<file path="src/rtl/foc_pkg.sv">
// Shared types and constants for the FOC drive sequencer: FSM state encoding
// and coefficient table geometry.
package foc_pkg;

   typedef enum logic [2:0] {
      IDLE  = 3'd0,
      CFG   = 3'd1,
      ARMED = 3'd2,
      HOLD  = 3'd3,
      WAIT  = 3'd4
   } foc_state_e;

   localparam int NUM_COEF = 4;

   localparam int KP = 0;
   localparam int KI = 1;
   localparam int KD = 2;
   localparam int K3 = 3;

endpackage

</file>
<file path="src/rtl/foc_sat_neg_sum.sv">
// Third phase current from the other two: y = -(a + b), saturated to the
// signed range of W bits.
module foc_sat_neg_sum #(
   parameter int W = 19
) (
   input  logic [W-1:0] a,
   input  logic [W-1:0] b,
   output logic [W-1:0] y
);

   localparam logic signed [W+1:0] MAX_V = {3'b000, {(W-1){1'b1}}};
   localparam logic signed [W+1:0] MIN_V = {3'b111, {(W-1){1'b0}}};

   logic signed [W+1:0] neg_sum;

   always_comb begin
      // Two guard bits cover both the sum overflow and the negation of -2^W.
      neg_sum = -($signed({{2{a[W-1]}}, a}) + $signed({{2{b[W-1]}}, b}));
      if (neg_sum > MAX_V) begin
         y = MAX_V[W-1:0];
      end else if (neg_sum < MIN_V) begin
         y = MIN_V[W-1:0];
      end else begin
         y = neg_sum[W-1:0];
      end
   end

endmodule

</file>
<file path="src/rtl/foc_drive_sequencer.sv">
// Sequences PID coefficient downloads and sample launches toward a FOC
// current controller, with a one-deep latest-wins sample slot.
module foc_drive_sequencer
   import foc_pkg::*;
#(
   parameter int D_WIDTH    = 19,
   parameter int Q_BITS     = 15,
   parameter int VALID_HOLD = 4,
   parameter int TIMEOUT    = 4096
) (
   input  logic               clk,
   input  logic               rst,
   input  logic               host_wr_en,
   input  logic               host_wr_axis,
   input  logic [1:0]         host_wr_addr,
   input  logic [D_WIDTH-1:0] host_wr_data,
   input  logic               cfg_start,
   input  logic               samp_valid,
   input  logic [D_WIDTH-1:0] samp_angle,
   input  logic [D_WIDTH-1:0] samp_currA,
   input  logic [D_WIDTH-1:0] samp_currB,
   input  logic [D_WIDTH-1:0] currT,
   input  logic               ready,
   output logic [D_WIDTH-1:0] angle_out,
   output logic [D_WIDTH-1:0] currA_out,
   output logic [D_WIDTH-1:0] currB_out,
   output logic [D_WIDTH-1:0] currC_out,
   output logic [D_WIDTH-1:0] currT_out,
   output logic               valid_out,
   output logic               pid_d_wen,
   output logic               pid_q_wen,
   output logic [D_WIDTH-1:0] pid_d_addr,
   output logic [D_WIDTH-1:0] pid_q_addr,
   output logic [D_WIDTH-1:0] pid_d_data,
   output logic [D_WIDTH-1:0] pid_q_data,
   output logic               busy,
   output logic               timeout_err,
   output logic [7:0]         drop_cnt,
   output logic [2:0]         state_dbg
);

   localparam int CNT_MAX_A = (TIMEOUT > VALID_HOLD) ? TIMEOUT : VALID_HOLD;
   localparam int CNT_MAX   = (CNT_MAX_A > NUM_COEF) ? CNT_MAX_A : NUM_COEF;
   localparam int CNT_W     = $clog2(CNT_MAX + 1);
   localparam logic [CNT_W-1:0] CFG_LAST  = CNT_W'(NUM_COEF - 1);
   localparam logic [CNT_W-1:0] HOLD_LAST = CNT_W'(VALID_HOLD - 1);
   localparam logic [CNT_W-1:0] WAIT_LAST = CNT_W'(TIMEOUT - 1);

   if (Q_BITS < 0 || Q_BITS >= D_WIDTH) begin : g_bad_q_bits
      $error("Q_BITS must lie below D_WIDTH");
   end

   foc_state_e state_q, state_d;
   logic [CNT_W-1:0]   cnt_q, cnt_d;
   logic [D_WIDTH-1:0] shd_d_q [NUM_COEF];
   logic [D_WIDTH-1:0] shd_d_d [NUM_COEF];
   logic [D_WIDTH-1:0] shd_q_q [NUM_COEF];
   logic [D_WIDTH-1:0] shd_q_d [NUM_COEF];
   logic [D_WIDTH-1:0] dl_d_q [NUM_COEF];
   logic [D_WIDTH-1:0] dl_d_d [NUM_COEF];
   logic [D_WIDTH-1:0] dl_q_q [NUM_COEF];
   logic [D_WIDTH-1:0] dl_q_d [NUM_COEF];
   logic [D_WIDTH-1:0] ang_q, ang_d, ca_q, ca_d, cb_q, cb_d, cc_q, cc_d, ct_q, ct_d;
   logic [D_WIDTH-1:0] pend_ang_q, pend_ang_d, pend_a_q, pend_a_d, pend_b_q, pend_b_d;
   logic               pend_full_q, pend_full_d;
   logic               cfg_pend_q, cfg_pend_d;
   logic [7:0]         drop_q, drop_d;
   logic               terr_q, terr_d;
   logic               ready_q, ready_d;

   logic               enter_cfg, launch, use_pend, to_slot, ready_rise;
   logic [D_WIDTH-1:0] l_ang, l_a, l_b, l_c;

   assign use_pend = (state_q == ARMED) && !cfg_start && !cfg_pend_q && pend_full_q;
   assign l_ang    = use_pend ? pend_ang_q : samp_angle;
   assign l_a      = use_pend ? pend_a_q   : samp_currA;
   assign l_b      = use_pend ? pend_b_q   : samp_currB;

   foc_sat_neg_sum #(.W(D_WIDTH)) u_sat_neg_sum (
      .a (l_a),
      .b (l_b),
      .y (l_c)
   );

   assign ready_rise = ready && !ready_q;

   always_comb begin
      state_d     = state_q;
      cnt_d       = cnt_q;
      shd_d_d     = shd_d_q;
      shd_q_d     = shd_q_q;
      dl_d_d      = dl_d_q;
      dl_q_d      = dl_q_q;
      ang_d       = ang_q;
      ca_d        = ca_q;
      cb_d        = cb_q;
      cc_d        = cc_q;
      ct_d        = ct_q;
      pend_ang_d  = pend_ang_q;
      pend_a_d    = pend_a_q;
      pend_b_d    = pend_b_q;
      pend_full_d = pend_full_q;
      cfg_pend_d  = cfg_pend_q;
      drop_d      = drop_q;
      terr_d      = terr_q;
      ready_d     = ready;
      enter_cfg   = 1'b0;
      launch      = 1'b0;
      to_slot     = 1'b0;

      if (host_wr_en) begin
         if (host_wr_axis) shd_q_d[host_wr_addr] = host_wr_data;
         else              shd_d_d[host_wr_addr] = host_wr_data;
      end

      case (state_q)
         IDLE: begin
            if (cfg_start) enter_cfg = 1'b1;
         end
         CFG: begin
            if (cnt_q == CFG_LAST) begin
               state_d = ARMED;
               cnt_d   = '0;
            end else begin
               cnt_d = cnt_q + 1'b1;
            end
         end
         ARMED: begin
            if (cfg_start || cfg_pend_q) begin
               enter_cfg = 1'b1;
               to_slot   = samp_valid;
            end else if (pend_full_q) begin
               launch      = 1'b1;
               pend_full_d = 1'b0;
               to_slot     = samp_valid;
            end else if (samp_valid) begin
               launch = 1'b1;
            end
         end
         HOLD: begin
            to_slot = samp_valid;
            if (cfg_start) cfg_pend_d = 1'b1;
            if (cnt_q == HOLD_LAST) begin
               state_d = WAIT;
               cnt_d   = '0;
            end else begin
               cnt_d = cnt_q + 1'b1;
            end
         end
         WAIT: begin
            to_slot = samp_valid;
            if (cfg_start) cfg_pend_d = 1'b1;
            if (ready_rise) begin
               if (cfg_pend_q || cfg_start) begin
                  enter_cfg = 1'b1;
               end else begin
                  state_d = ARMED;
                  cnt_d   = '0;
               end
            end else if (cnt_q == WAIT_LAST) begin
               terr_d  = 1'b1;
               state_d = ARMED;
               cnt_d   = '0;
            end else begin
               cnt_d = cnt_q + 1'b1;
            end
         end
         default: begin
            state_d = IDLE;
            cnt_d   = '0;
         end
      endcase

      // The download copy is taken before this cycle's host write lands.
      if (enter_cfg) begin
         state_d    = CFG;
         cnt_d      = '0;
         cfg_pend_d = 1'b0;
         dl_d_d     = shd_d_q;
         dl_q_d     = shd_q_q;
      end

      if (launch) begin
         state_d = HOLD;
         cnt_d   = '0;
         ang_d   = l_ang;
         ca_d    = l_a;
         cb_d    = l_b;
         cc_d    = l_c;
         ct_d    = currT;
      end

      if (to_slot) begin
         if (pend_full_q && !use_pend && drop_q != 8'hFF) drop_d = drop_q + 8'd1;
         pend_ang_d  = samp_angle;
         pend_a_d    = samp_currA;
         pend_b_d    = samp_currB;
         pend_full_d = 1'b1;
      end
   end

   always_ff @(posedge clk or posedge rst) begin
      if (rst) begin
         state_q     <= IDLE;
         cnt_q       <= '0;
         shd_d_q     <= '{default: '0};
         shd_q_q     <= '{default: '0};
         dl_d_q      <= '{default: '0};
         dl_q_q      <= '{default: '0};
         ang_q       <= '0;
         ca_q        <= '0;
         cb_q        <= '0;
         cc_q        <= '0;
         ct_q        <= '0;
         pend_ang_q  <= '0;
         pend_a_q    <= '0;
         pend_b_q    <= '0;
         pend_full_q <= 1'b0;
         cfg_pend_q  <= 1'b0;
         drop_q      <= '0;
         terr_q      <= 1'b0;
         ready_q     <= 1'b0;
      end else begin
         state_q     <= state_d;
         cnt_q       <= cnt_d;
         shd_d_q     <= shd_d_d;
         shd_q_q     <= shd_q_d;
         dl_d_q      <= dl_d_d;
         dl_q_q      <= dl_q_d;
         ang_q       <= ang_d;
         ca_q        <= ca_d;
         cb_q        <= cb_d;
         cc_q        <= cc_d;
         ct_q        <= ct_d;
         pend_ang_q  <= pend_ang_d;
         pend_a_q    <= pend_a_d;
         pend_b_q    <= pend_b_d;
         pend_full_q <= pend_full_d;
         cfg_pend_q  <= cfg_pend_d;
         drop_q      <= drop_d;
         terr_q      <= terr_d;
         ready_q     <= ready_d;
      end
   end

   // Handshake: valid_out is high for exactly VALID_HOLD cycles per sample;
   // the controller then signals completion with a low-to-high edge on ready.
   assign valid_out = (state_q == HOLD);
   assign busy      = !(state_q == IDLE || state_q == ARMED);

   always_comb begin
      pid_d_wen  = 1'b1;
      pid_q_wen  = 1'b1;
      pid_d_addr = '0;
      pid_q_addr = '0;
      pid_d_data = '0;
      pid_q_data = '0;
      if (state_q == CFG) begin
         pid_d_wen  = 1'b0;
         pid_q_wen  = 1'b0;
         pid_d_addr = {{(D_WIDTH-2){1'b0}}, cnt_q[1:0]};
         pid_q_addr = {{(D_WIDTH-2){1'b0}}, cnt_q[1:0]};
         pid_d_data = dl_d_q[cnt_q[1:0]];
         pid_q_data = dl_q_q[cnt_q[1:0]];
      end
   end

   assign angle_out   = ang_q;
   assign currA_out   = ca_q;
   assign currB_out   = cb_q;
   assign currC_out   = cc_q;
   assign currT_out   = ct_q;
   assign timeout_err = terr_q;
   assign drop_cnt    = drop_q;
   assign state_dbg   = state_q;

endmodule

</file>
<file path="config.mk">
export PLATFORM = sky130hd
export DESIGN_NAME = foc_drive_sequencer
export DESIGN_NICKNAME = d
export VERILOG_FILES = /design/src/rtl/foc_pkg.sv /design/src/rtl/foc_sat_neg_sum.sv /design/src/rtl/foc_drive_sequencer.sv
export SDC_FILE = /design/constraint.sdc
export NUM_CORES = 1
export LEC_CHECK = 0
export BUFFER_PORTS_ARGS = -buffer_cell sky130_fd_sc_hd__clkbuf_2
export CORE_MARGIN = 8
export CORE_UTILIZATION = 25
export CTS_BUF_LIST = sky130_fd_sc_hd__clkbuf_2
export DETAILED_ROUTE_END_ITERATION = 6
export PLACE_DENSITY_LB_ADDON = 0.08
export SYNTH_ARGS = -nofsm -noshare
export SYNTH_HDL_FRONTEND = slang
export SYNTH_HIERARCHICAL = 1
export SYNTH_SLANG_ARGS = --single-unit
</file>
<file path="constraint.sdc">
create_clock -name clk -period 17.09 [get_ports clk]
set_clock_uncertainty 0.15 [all_clocks]
set_input_delay 1.709 -clock clk [delete_from_list [all_inputs] [get_ports clk]]
set_output_delay 1.709 -clock clk [all_outputs]
set_load 0.01 [all_outputs]
</file>
==> results by stage, run 1 <==
Run status:
- The run finished with clean final reports.

STA:
- After layout, the worst setup slack is 11,580 ps.
- Adding up every negative setup slack in the final design gives 0 ps.
- The worst path in the final design needs a cycle of 5509 ps, including I/O delays and setup.
- Setup repair after global routing left no endpoint under its margin.
- Dividing the final minimum period by the clock period gives 0.3223.
- The pin slew with the least headroom to its limit is 1123 ps.
- Setup violations remaining at the end of the flow were counted as 0.
- The highest clock frequency the design can meet is 181.5 MHz.
- Headroom to the max-slew limit came out at 0.2516.
- The number of hold-slack violations in the final timing report came to 0.
- The final count of pins violating max slew is 0.

Clocking:
- The H-tree depth reported by CTS is 4.
- The total number of clock tree sinks is 484.
- Gates resized during post-CTS repair numbered 0.
- The clock-pin slew on the worst setup and hold paths is 90 ps.
- The maximum buffer depth of the clock tree is 3.
- TritonCTS built the clock tree.
- The post-cts hold buffer count is 0.
- The post-CTS setup buffer count is 0.
- The number of buffers created by CTS is 150.
- Clock latency on the worst-skew pair, taken at its later pin, is 1280 ps.
- The cell sitting at the root of the clock tree is a clkbuf_2.

Power and ir drop:
- The sequential fraction of design power is 0.428.
- The static leakage is 0.01199 µW.
- The switching part of the total power is 0.3649.
- The cell internal power dissipation is 2784 µW.
- Across the VDD grid, the largest voltage drop is 0.1083 mV.
- Of the total power, combinational logic draws 0.365.
- Summed over all nets, the switching power comes to 1599 µW.
- Of the total power, the clock network draws 0.206.
- The power density normalized to cell area is 170.0 mW/mm².

Worst setup path:
- The critical path in this run is classified as reg -> out.
- For flop-to-flop paths, the worst setup slack is 12,050 ps.
- The data required time at the worst endpoint is 15,230 ps.
- The number of cells on the worst reg-to-reg path is 18.
- Tracing the worst setup path back leads to its startpoint at cnt_q[0].
- The data arrival time of the critical path is 3650 ps.
- STA classifies the critical path endpoint as an output port.
- The largest fanout on the critical path is 27.
- The worst register-to-register path ends at currC_out[14].
- The worst setup path is launched from a flip-flop.
- In this run the critical register-to-register path is launched from state_dbg[0].
- In this run the worst setup path terminates at pid_d_data[13].

Placement:
- After detailed placement, the total cell area comes to 0.02444 mm².
- Detailed placement finished with a half-perimeter wire length of 40,130 µm.
- In this run the tool buffered the top-level ports with 256 buffer cells.
- The congestion estimate from routability-driven global placement came to 0.7137.
- The placement-stage worst setup slack is 10,770 ps.

Drt:
- The via count of the routed design is 14.39k.
- The count of TritonRoute iterations in the first routing pass is 4.
- The starting DRC count in detailed routing is 578.
- In the routed design, unresolved DRC markers number 0.
- The routed length per placed instance is 18.93 µm.
- The count of nets left with antenna violations once routing finished came out at 0.
- Using the TritonRoute via totals, the vias-per-cell ratio works out to 4.397.
- Wires add up to 61,970 µm.

Die:
- Pin placement for this block handled 291 I/O pins.
- In this run the core area contains 109 standard-cell rows.
- The initial utilization of the core area, before any placement, comes to 0.2511.
- The width of the die is 313.3 µm.
- The area of the core is 0.08797 mm².
- The floorplan step set the die height to 313.3 µm.
- The die area is 0.09814 mm².

Layout:
- The synthesis-to-layout area growth is 16.72%.
- The net total in the final layout is 2,150.
- The total of fill cells in the finished design is 9,239.
- With fillers left out, the area of the finished cells amounts to 0.02579 mm².
- In the final layout, the share of cells above drive strength 1 is 0.4477.

GRT:
- The total congestion overflow after global routing is 0.
- The total global-route track usage is 0.1264.
- The via count of the first global-routing pass is 15.69k.
- The maximum number of pins on one net before global-route repair is 167.
- The first global-routing pass estimated 96,570 µm of wire.
- The number of antenna violations at the first check in global routing is 7.

Yosys:
- For this run, the leading register cell type out of synthesis is dfrtp_1.
- Ranked by instance count, the synthesized netlist is headed by dfrtp_1 (484), mux2_2 (369), nand2_1 (162).
- The most common cell in the synthesized netlist is dfrtp_1.
- In this run, synthesis inferred 0 flip-flops with an integrated enable.
- The sequential element share of the synthesized area is 0.5482.
- The top-area cell type share of the netlist area is 0.5482.
- dfrtp_1 takes more of the synthesized area than any other cell.
- In this run, distinct cell masters in the synthesized netlist total 65.
- Of all flip-flops after synthesis, the portion carrying an async set or reset was 1.000.
- After synthesis the netlist holds a flip-flop and latch count of 484.
- The average instance in the mapped netlist occupies 13.24 µm².
- Yosys attributes the largest share of cell area to dfrtp_1 (55%), mux2_2 (19%), mux4_2 (3.9%).
- During synthesis, Yosys emitted a total of 6 warnings.
- The netlist area before placement is 0.02209 mm².
- The cell count after synthesis came out at 1,669.

Run:
- The number of maximum-capacitance violations is 0.

Worst hold path:
- The start point of the worst hold path is shd_q_q[47].
- In this run the worst hold path is classified as reg -> reg.
[flip-flops by register name, indices dropped and copies added (netlist names), 76 cells and up]
register  flops
shd_d_q      76
dl_d_q       76
shd_q_q      76
dl_q_q       76
[cell families (layout without fill, tap and decap cells)]
group / after synthesis / after routing / synth area share
adder cells (fa/ha/maj): 41 / 41 / 0.02356
multiplexers: 478 / 478 / 0.2635
AND/OR/NAND/NOR: 306 / 306 / 0.06541
buffers and inverters: 183 / 585 / 0.04378
XOR/XNOR: 21 / 21 / 0.009175
AO/OA/AOI/OAI: 155 / 155 / 0.04616
flip-flops: 484 / 484 / 0.5482
other: 1 / 38 / 0.0001697
[final cells by class]
| type | instances | area [µm²] | share of cell area |
|---|---|---|---|
| diodes | 4 | 10.01 | 0.0003882 |
| clock buffers | 214 | 1071 | 0.04154 |
| clock inverters | 37 | 261.5 | 0.01014 |
| inverters | 58 | 225.2 | 0.008734 |
| multi-input cells | 1035 | 9185 | 0.3562 |
| flip-flops and latches | 484 | 12120 | 0.4700 |
| well taps | 1165 | 1458 | 0.05653 |
| repair buffers | 276 | 1456 | 0.05648 |
[worst min-delay path by stage]
| stage | depth (start not counted) | endpoint |
|---|---|---|
| after floorplan | 1 | dl_q_q[19] |
| after global placement | 2 | currT_out[11] |
| after detailed placement | 2 | currT_out[11] |
| after CTS | 1 | ready_q |
| after global routing | 1 | ready_q |
| final | 1 | dl_q_q[47] |
[metrics by stage]
| stage | cells | hold WS, ps | utilization | power (µW) |
|---|---|---|---|---|
| floorplan | 1702 | 302.4 | - | 2976 |
| finish | 3273 | 278.5 | 0.2931 | 4383 |
| global placement | 3018 | 310.6 | 0.2779 | 3533 |
| CTS | 3269 | 91.87 | 0.2930 | 4522 |
| global route | 3271 | 172.6 | 0.2931 | 4761 |
| detailed placement | 3018 | 312.9 | 0.2779 | 3558 |
[power groups by stage]
stage	Clock [µW]	Combinational, µW	Sequential [µW]
finish	903	1600	1880
global route	1040	1770	1950
CTS	979	1660	1890
detailed placement	0	1650	1910
global placement	0	1630	1900
floorplan	0	1130	1840
[worst max-delay path, stage by stage, from the launching register on]
cell and delay, ps:
dfrtp_4 680, buf_4 670, mux4_2 650, nor2b_1 200, clkbuf_2 180
[metal layers]
layer	GRT usage	vias to the layer above	share of wire
li1	-	6574	-
met1	0.1539	7372	0.43
met2	0.2095	329	0.49
met3	0.04057	107	0.055
met4	0.04519	8	0.021
met5	0	-	0.00077
[placed cells by master, fill, tap and decap left out, types with 18 or more instances in the layout]
master / instances
dfrtp_1: 482
clkbuf_2: 470
mux2_2: 369
nand2_1: 160
mux2_1: 70
inv_1: 56
nor2b_1: 42
a21oi_1: 40
ha_1: 40
mux4_2: 38
o21ai_0: 35
conb_1: 34
nor2_1: 26
clkinv_1: 22
nand3_1: 19
a22oi_1: 18
buf_4: 18
Power figures use the tool's default switching activity.
==> inputs of run 2 (changes only) <==
==> constraint.sdc (replaced) <==
create_clock -name clk -period 5.47 [get_ports clk]
set_clock_uncertainty 0.15 [all_clocks]
set_input_delay 0.547 -clock clk [delete_from_list [all_inputs] [get_ports clk]]
set_output_delay 0.547 -clock clk [all_outputs]
set_load 0.01 [all_outputs]
==> results by stage, run 2 (synthesis gave the netlist of run 1 again) <==
Run status:
- The flow ran to the end, and the final reports show no timing, DRC or antenna violations.

GRT:
- The first-pass GRT wire length came to 102,000 µm (+5.6%).
- The via count of the first global-routing pass is 16.97k (+8.2%).
- The maximum number of pins on one net before global-route repair is 154 (-7.8%).
- The total congestion overflow after global routing is 0 (unchanged).
- The number of antenna violations at the first check in global routing is 7 (unchanged).
- The total global-route track usage is 0.1331 (+0.006703).

Die:
- The effective utilization at floorplan came to 0.2511 (unchanged).
- The die span in y is 313.3 µm (unchanged).
- The width of the die is 313.3 µm (unchanged).
- The area of the core was 0.08797 mm² (unchanged).
- The cell row count is 109 (unchanged).
- The count of boundary I/O pins came to 291 (unchanged).
- The die area is 0.09814 mm² (unchanged).

Layout:
- The leading cell type in the layout, fill and taps excluded is dfrtp_1.
- The net total in the final layout came to 2,416 (+12%).
- The synthesis-to-layout area growth is 28.61%.
- The ratio of cells with drive above 1 in the final layout is 0.3989 (-0.04882).
- The total of fill cells in the finished design is 8,955 (-3.1%).
- The footprint of the flip-flops and latches is 0.01212 mm² (about the same).
- In the layout the commonest cells are dfrtp_1 (482), clkbuf_2 (465), mux2_2 (369), dlygate4sd3_1 (260), nand2_1 (160).
- The combined area of the multi-input logic cells is 0.009183 mm² (about the same).

Drt:
- The count of TritonRoute iterations in the first routing pass was 6 (+2).
- The top routing layer in use is met5.
- The detailed route wirelength on metal2 is 31,630 µm (+4.4%).
- The met1 routed wirelength after detailed routing came to 28,320 µm (+5.2%).
- The starting DRC count in detailed routing is 596 (+3.1%).
- The per-cell via count in the routed design came to 4.319 (-1.8%).
- The routed length per placed instance came to 18.30 µm (-3.4%).
- The post-detailed-routing wire length came to 64,650 µm (+4.3%).
- The number of remaining DRC errors is 0 (unchanged).
- The post-route antenna net violation count is 0 (unchanged).
- The via count of the routed design is 15.26k (+6.0%).
- The length of routed met3 wiring is 3220 µm (-6.0%).

Worst setup path:
- The setup slack of the most critical reg-to-reg path is 790 ps (-11,260 ps).
- The longest individual stage delay on the worst path is 470 ps (-210 ps).
- The capturing point of the worst reg2reg path is currC_out[17].
- The slowest stage of the critical path belongs to the cell fa_1.
- The start point of the critical path is state_dbg[0].
- The total number of cells along the worst setup path is 18 (+14).
- The type of origin of the critical path is a flip-flop.
- The worst path buffer plus inverter count is 2 (unchanged).
- The data arrival time of the critical path came to 5630 ps (+1980 ps).
- The number of cells on the worst reg-to-reg path is 18 (unchanged).
- The category of cells accounting for the largest share of critical-path delay is compound AO/OA/AOI/OAI gates.
- The critical path endpoint category is a flip-flop.
- The startpoint of the most critical register-to-register path is state_dbg[0].
- The largest fanout on the critical path is 17 (-37%).
- The worst setup path endpoint is currC_out[17].
- The data required time at the worst endpoint came to 6430 ps (-8800 ps).
- The signal on the critical path passes through buf_4 > nor2_4 > and3_1 > nand2_2 > mux2_2 > ha_1 > inv_1 > ha_1 > fa_1 > a21oi_1 > o21ai_1 > o21ai_1 > o21ai_4 > mux2i_4 > a21oi_4 > o21ai_0 > nand2_1 > nand2_1.
- The type of the setup path with the least slack is reg -> reg.

STA:
- The final count of pins violating max slew was 0 (unchanged).
- The number of hold-slack violations in the final timing report was 0 (unchanged).
- The worst slew margin relative to its limit is 0.3199 (+0.06827).
- The final number of setup-violating endpoints was 0 (unchanged).
- For the finished layout, the period the worst path requires is 4676 ps.
- The setup slack of the critical path after layout is 794.2 ps (-10,790 ps).
- The final worst hold slack is 310.6 ps (+32.09 ps).
- Setup repair after global routing left no endpoint under its margin.
- The pin slew with the least headroom to its limit is 1020 ps (-102.4 ps).
- Of the available clock period, the critical path in the final layout requires 0.8548.
- The highest clock frequency the design can meet is 213.9 MHz.
- The final sum of negative setup slack is 0 ps (unchanged).

Clocking:
- The post-CTS setup buffer count is 0 (unchanged).
- CTS placed an instance of clkbuf_2 at the clock tree root.
- The H-tree depth reported by CTS is 4 (unchanged).
- The total number of clock tree sinks is 484 (unchanged).
- The number of buffers created by CTS is 148 (-1.3%).
- The clock tree from TritonCTS is yes.
- The clock-pin slew on the worst setup and hold paths is 90 ps (about the same).
- The maximum buffer depth of the clock tree is 3 (unchanged).
- The clock latency on the worst-skew pair is 1260 ps (-20 ps).

Power and ir drop:
- The maximum resistive drop on vdd came to 0.1890 mV (+74%).
- The static leakage is 0.01305 µW (+8.9%).
- The power density normalized to cell area is 493.9 mW/mm² (+190%).

Placement:
- The placement-stage worst setup slack was 516.3 ps (-10,250 ps).
- The count of input and output buffers is 256 (unchanged).
- The global placer's final weighted congestion was 0.7456 (+4.5%).
- The detailed-placement wirelength estimate is 40,890 µm (+1.9%).

Worst hold path:
- The min-delay analysis places its worst path in the category in -> reg.

Run:
- The number of maximum-capacitance violations is 0 (unchanged).
==> run 2: layout make-up <==
cell class | instances | share of cell area
flip-flops and latches | 484 | 0.4264
multi-input cells | 1035 | 0.3232
repair buffers | 544 | 0.1458
well taps | 1165 | 0.05130
clock buffers | 209 | 0.03681
clock inverters | 34 | 0.008279
inverters | 58 | 0.007794
diodes | 4 | 0.0003523
==> run 2: what timing repair did <==
item	in CTS	in global routing
hold buffers	260	0
endpoints found under the hold margin	815	0
resized for setup	0	0
==> run 2: how the worst min path moves through the flow <==
stage | to | start | slack (ps) | depth (start not counted)
2_1_floorplan | dl_q_q[19] | dl_q_q[19] | 300 | 1
3_3_place_gp | currT_out[7] | currT_out[7] | 310 | 2
3_5_place_dp | currT_out[16] | currT_out[16] | 310 | 2
4_1_cts | shd_q_q[74] | host_wr_en | 1 | 5
5_1_grt | shd_q_q[67] | host_wr_en | 70 | 5
6_report | shd_q_q[74] | host_wr_en | 310 | 5
==> run 2: per-stage QoR <==
stage,total power (µW),cells,cell area (µm²),utilization
6_report,14030,3533,28410,0.3230
5_1_grt,15240,3531,28410,0.3230
4_1_cts,14460,3529,28400,0.3229
3_5_place_dp,11150,3026,24520,0.2787
3_3_place_gp,11070,3026,24520,0.2787
2_1_floorplan,9300,1702,22220,-
==> run 2: power by group <==
part	internal (µW)	switching [µW]	leakage [µW]	total, µW
combinational	2820	2610	0.00620	5420
clock	1160	1630	0.000975	2790
sequential	4990	832	0.00588	5820
total	8970	5070	0.0131	14000
==> run 2: routing by layer <==
| layer | vias to the layer above | global-route usage |
|---|---|---|
| li1 | 7111 | - |
| met1 | 7694 | 0.1625 |
| met2 | 341 | 0.2226 |
| met3 | 106 | 0.03793 |
| met4 | 6 | 0.04999 |
| met5 | - | 0 |
==> run 2: worst reg2reg max path, delay by kind of cell (launching register included) <==
| kind | cells | cell delay (ps) |
|---|---|---|
| buffers and inverters | 2 | 220 |
| AOI/OAI and AO/OA | 6 | 1370 |
| muxes | 2 | 630 |
| and+or+nand+nor | 5 | 860 |
| DFF | 1 | 370 |
| adders and majority gates | 3 | 950 |
